<file path="src/rtl/stream_rr_arbiter.sv">
// Round-robin arbiter merging N valid/ready streams onto one registered output stream.
// Define STREAM_ARB_PKT_LOCK_EN to hold the grant until i_last; otherwise arbitration is per beat.
module stream_rr_arbiter #(
    parameter int N          = 4,
    parameter int DATA_WIDTH = 8,
    localparam int IDX_W     = ($clog2(N) > 0) ? $clog2(N) : 1
) (
    input  logic                    clk,
    input  logic                    reset,
    input  logic [N-1:0]            i_valid,
    output logic [N-1:0]            i_ready,
    input  logic [N*DATA_WIDTH-1:0] i_data,
    input  logic [N-1:0]            i_last,
    output logic                    o_valid,
    input  logic                    o_ready,
    output logic [DATA_WIDTH-1:0]   o_data,
    output logic                    o_last,
    output logic [IDX_W-1:0]        o_grant
);

    logic [IDX_W-1:0] ptr;
    logic [IDX_W-1:0] cur;
    logic [IDX_W-1:0] sel;
    logic [IDX_W-1:0] ptr_next;
    logic             lock;
    logic             sel_found;
    logic             load_ok;
    logic             xfer;
    logic             end_pkt;
    int               scan_idx;

    assign load_ok = !o_valid || o_ready;

    // NOTE: every always_comb output gets a default first so no latch is inferred.
    always_comb begin
        sel       = '0;
        sel_found = 1'b0;
        scan_idx  = 0;
        if (lock) begin
            sel       = cur;
            sel_found = 1'b1;
        end else begin
            for (int i = 0; i < N; i++) begin
                scan_idx = int'(ptr) + i;
                if (scan_idx >= N) begin
                    scan_idx = scan_idx - N;
                end
                if (!sel_found && i_valid[scan_idx]) begin
                    sel       = IDX_W'(scan_idx);
                    sel_found = 1'b1;
                end
            end
        end
    end

    always_comb begin
        i_ready = '0;
        if (!reset && load_ok && sel_found) begin
            i_ready[sel] = 1'b1;
        end
    end

    assign xfer     = !reset && load_ok && sel_found && i_valid[sel];
    assign ptr_next = (sel == IDX_W'(N - 1)) ? '0 : sel + 1'b1;

`ifdef STREAM_ARB_PKT_LOCK_EN
    assign end_pkt = i_last[sel];
`else
    // Beat-level round-robin: every beat closes its "packet" for arbitration only.
    assign end_pkt = 1'b1;
`endif

    // NOTE: sequential state uses non-blocking assignments only, so every register sees pre-edge values.
    always_ff @(posedge clk) begin
        if (reset) begin
            o_valid <= 1'b0;
            o_data  <= '0;
            o_last  <= 1'b0;
            o_grant <= '0;
            lock    <= 1'b0;
            cur     <= '0;
            ptr     <= '0;
        end else if (xfer) begin
            o_valid <= 1'b1;
            o_data  <= i_data[int'(sel)*DATA_WIDTH +: DATA_WIDTH];
            o_last  <= i_last[sel];
            o_grant <= sel;
            if (end_pkt) begin
                lock <= 1'b0;
                ptr  <= ptr_next;
            end else begin
                lock <= 1'b1;
                cur  <= sel;
            end
        end else if (o_ready) begin
            o_valid <= 1'b0;
        end
    end

`ifdef FORMAL
    // A requester that has raised valid keeps valid, data and last steady until accepted.
    for (genvar k = 0; k < N; k++) begin : g_upstream_stable
        assume property (@(posedge clk) disable iff (reset)
            i_valid[k] && !i_ready[k] |=>
                i_valid[k] && $stable(i_data[k*DATA_WIDTH +: DATA_WIDTH]) && $stable(i_last[k]));
    end
`endif

endmodule

</file>
<file path="config.mk">
export PLATFORM = sky130hd
export DESIGN_NAME = stream_rr_arbiter
export DESIGN_NICKNAME = d
export VERILOG_FILES = /design/src/rtl/stream_rr_arbiter.sv
export SDC_FILE = /design/constraint.sdc
export NUM_CORES = 1
export LEC_CHECK = 0
export CAP_MARGIN = 20
export CELL_PAD_IN_SITES_DETAIL_PLACEMENT = 1
export CELL_PAD_IN_SITES_GLOBAL_PLACEMENT = 1
export CORE_ASPECT_RATIO = 0.75
export CORE_MARGIN = 2
export CORE_UTILIZATION = 28
export CTS_BUF_LIST = sky130_fd_sc_hd__clkbuf_8
export CTS_CLUSTER_SIZE = 14
export DETAILED_ROUTE_END_ITERATION = 8
export GPL_TIMING_DRIVEN = 0
export PLACE_DENSITY = 0.95
export SLEW_MARGIN = 40
export SYNTH_ARGS = -nofsm -noshare
export SYNTH_HDL_FRONTEND = slang
export SYNTH_SLANG_ARGS = --single-unit
</file>
<file path="constraint.sdc">
create_clock -name clk -period 3.3 [get_ports clk]
set_clock_uncertainty 0.2 [all_clocks]
set_input_delay 0.495 -clock clk [delete_from_list [all_inputs] [get_ports clk]]
set_output_delay 0.495 -clock clk [all_outputs]
set_load 0.05 [all_outputs]
</file>
==> summary.txt <==
Worst setup path
  – Worst R2R Path Depth: 4
  – Setup crit start kind: input pin
  – Reg2reg end: o_data[3]
  – CP required: 2.60 ns
  – Worst R2R Start: o_valid
  – CP Max Fanout: 4
  – Crit Path Category: in -> out
  – Max incr delay on CP: 0.54 ns
  – R2R setup slack: 1.42 ns
  – Worst path cell trace: clkdlybuf4s50_1 > nor2b_1 > nor2_1 > o221ai_2 > inv_2 > ha_1 > and2_1 > clkdlybuf4s15_2
  – Setup crit end kind: output port
  – Slowest CP cell: clkdlybuf4s50_1
  – Critical path arrival: 2.47 ns

STA
  – Crit path time final: 3.17 ns
  – Final Worst Setup Slack: 0.131 ns
  – Pins Over Slew Limit: 0
  – Max Clk Rate: 316 MHz
  – WHS: 0.259 ns
  – Final setup fails: 0
  – Hold Violations, Final: 0
  – Tightest Pin Transition: 0.577 ns
  – Setup TNS Final: 0 ns
  – Crit share post-route: 96.0%
  – RSZ-0062 raised after global routing: false
  – Max-slew headroom: 61.4%

Synthesis
  – Number of synthesized register bits: 14
  – Ys async rst share: 0%
  – Post-synth top flop: dfxtp_1
  – Synth Net Count: 139
  – Top cells by area, synth: dfxtp_1 31%, mux2i_1 20%, o221ai_1 9.8%
  – Mean post-synth cell area: 9.71 um2
  – Top cells by count, synth: 18 x mux2i_1, 14 x dfxtp_1, 10 x o221ai_1, 9 x nand3b_1
  – Synth area leader: dfxtp_1
  – Unique masters post-synth: 23
  – Ys Warns: 0
  – Cell Area, Synth: 893 um2
  – Post-Syn Instances: 92
  – Most instantiated library cell after synthesis: mux2i_1
  – Post-synthesis sequential area ratio: 31.4%
  – Synth top area share: 31.4%
  – Post-synth EDFFs: 0

Clock tree
  – CTS H-tree lvls: 1
  – Clock Path Buffers: 2
  – Register clock-pin slew on the reported worst setup and hold paths: 0.06 ns
  – Clock Tree Root: clkbuf_8
  – CTS Buf Count: 3
  – # hold bufs at CTS: 0
  – CTS tree: built
  – Post-CTS setup buffer count: 0
  – Total clock sinks: 14
  – Worst skew pair latency: 0.25 ns

Floorplan
  – Row count: 17
  – Full die area: 0.00366 mm2
  – Die Wd: 69.2 um
  – Die height: 52.9 um
  – IO Pins: 59
  – Initial Utilization: 29.8%
  – Total core area: 0.00300 mm2

Final layout
  – Layout Nets: 202
  – Design area: 0.00156 mm2
  – Share of cells above drive strength 1: 9.80%
  – Util after Layout: 51.9%
  – Diode count: 0
  – Area Overhead vs Synth: 74.1%
  – Final std cells w/o fill: 191

Route
  – Via Count: 999
  – TritonRoute pass-1 iters: 4
  – Initial DRC count: 44
  – Routed wire per std cell: 17.3 um
  – Residual DRC count: 0
  – DR vias/cell: 5.23
  – Post-DRT Antenna Nets: 0
  – Final wirelength: 3300 um

Min path
  – Worst hold start: o_grant[0]
  – Hold path cells: 2
  – Min-Delay Endpoint: o_grant[0]
  – HP Class: reg -> reg

Pwr
  – Worst VDD drop: 0.000253 V
  – Tot Pwr: 0.668 mW
  – Power density over cell area: 429 mW/mm2
  – Leakage: 0.596 nW

GRT
  – Overflow after GRT: 0
  – First-pass GRT wire length: 5180 um
  – Global Route Usage Sum: 18.5%
  – Initial antenna violation count: 0
  – Vias in the first global route: 1086
  – Largest net degree at the start of global routing: 12

Placement
  – Placed Cells: 188
  – Port bufs: 58
  – Post-place setup slack: -0.365 ns
  – Placed cell area: 0.00152 mm2
  – DP HPWL: 2630 um
  – GPL Wtd Cong: 0.766

Run status
  – Status: finished clean

Run
  – Maximum capacitance violations: 0
cells in the final DEF (no fill, tap or decap), drive strengths merged, types with 2 or more instances in the layout:
master | Yosys | final
a21oi | 3 | 3
nor2b | 6 | 6
nand3b | 9 | 9
buf | 3 | 5
inv | 2 | 2
o221ai | 10 | 10
dfxtp | 14 | 14
and2 | 4 | 4
clkdlybuf4s50 | 0 | 54
nor2 | 4 | 4
clkbuf | 1 | 5
ha | 4 | 4
mux2i | 18 | 18
nand2 | 7 | 7
flip-flops by register name, summed over array words and instances (netlist names):
register  cells
o_data        8
o_grant       2
o_last        1
o_valid       1
ptr           2
per-layer routing:
metal  global-route usage (%)  vias to the layer above  part of all wire (%)
met3                     5.90                        8                   8.7
met2                     36.1                       58                    48
met5                        0                        -                     0
met1                     19.5                      463                    41
li1                         -                      470                     -
met4                     5.23                        0                   1.9
worst max-delay path: cells and delay by family:
family | cells | cell delay, ns
buffers and inverters | 3 | 1.00
and+or+nand+nor | 3 | 0.45
AOI/OAI and AO/OA | 1 | 0.31
adders and majority gates | 1 | 0.21
area by class of cell:
cell class	instances	area [um2]
repair buffers	58	567
well taps	38	47.5
plain buffers	4	33.8
flip-flops and latches	14	280
fillers	338	1440
clock buffers	3	41.3
multi-input cells	72	578
inverters	2	7.51
cells by family after synthesis:
family                   after synthesis  share of synthesized area [%]
AO/OA/AOI/OAI                         17                           16.2
buffers and inverters                  6                           4.62
AND/OR/NAND/NOR                       33                           22.0
flip-flops                            14                           31.4
adder cells (fa/ha/maj)                4                           5.60
multiplexers                          18                           20.2
repair_timing:
| action | CTS | global route |
|---|---|---|
| endpoints found under the setup margin | 4 | 3 |
| gates resized for setup | 12 | 5 |
| endpoints found under the hold margin | 0 | 0 |
report_power, final:
group	internal, mW	switching [mW]
clock network	0.0809	0.0623
logic	0.137	0.178
registers	0.194	0.0154
how the worst max path moves through the flow:
stage,from,endpoint,slack (ns),depth (start not counted)
floorplan,i_valid[2],i_ready[0],0.78,7
global placement,i_valid[1],i_ready[1],-0.22,9
detailed placement,i_valid[0],i_ready[3],-0.37,8
finish,i_valid[0],i_ready[3],0.13,8
global route,i_valid[2],i_ready[3],0.03,8
CTS,i_valid[2],i_ready[2],0.02,8
Note: power is estimated with default switching activity, not from simulation.
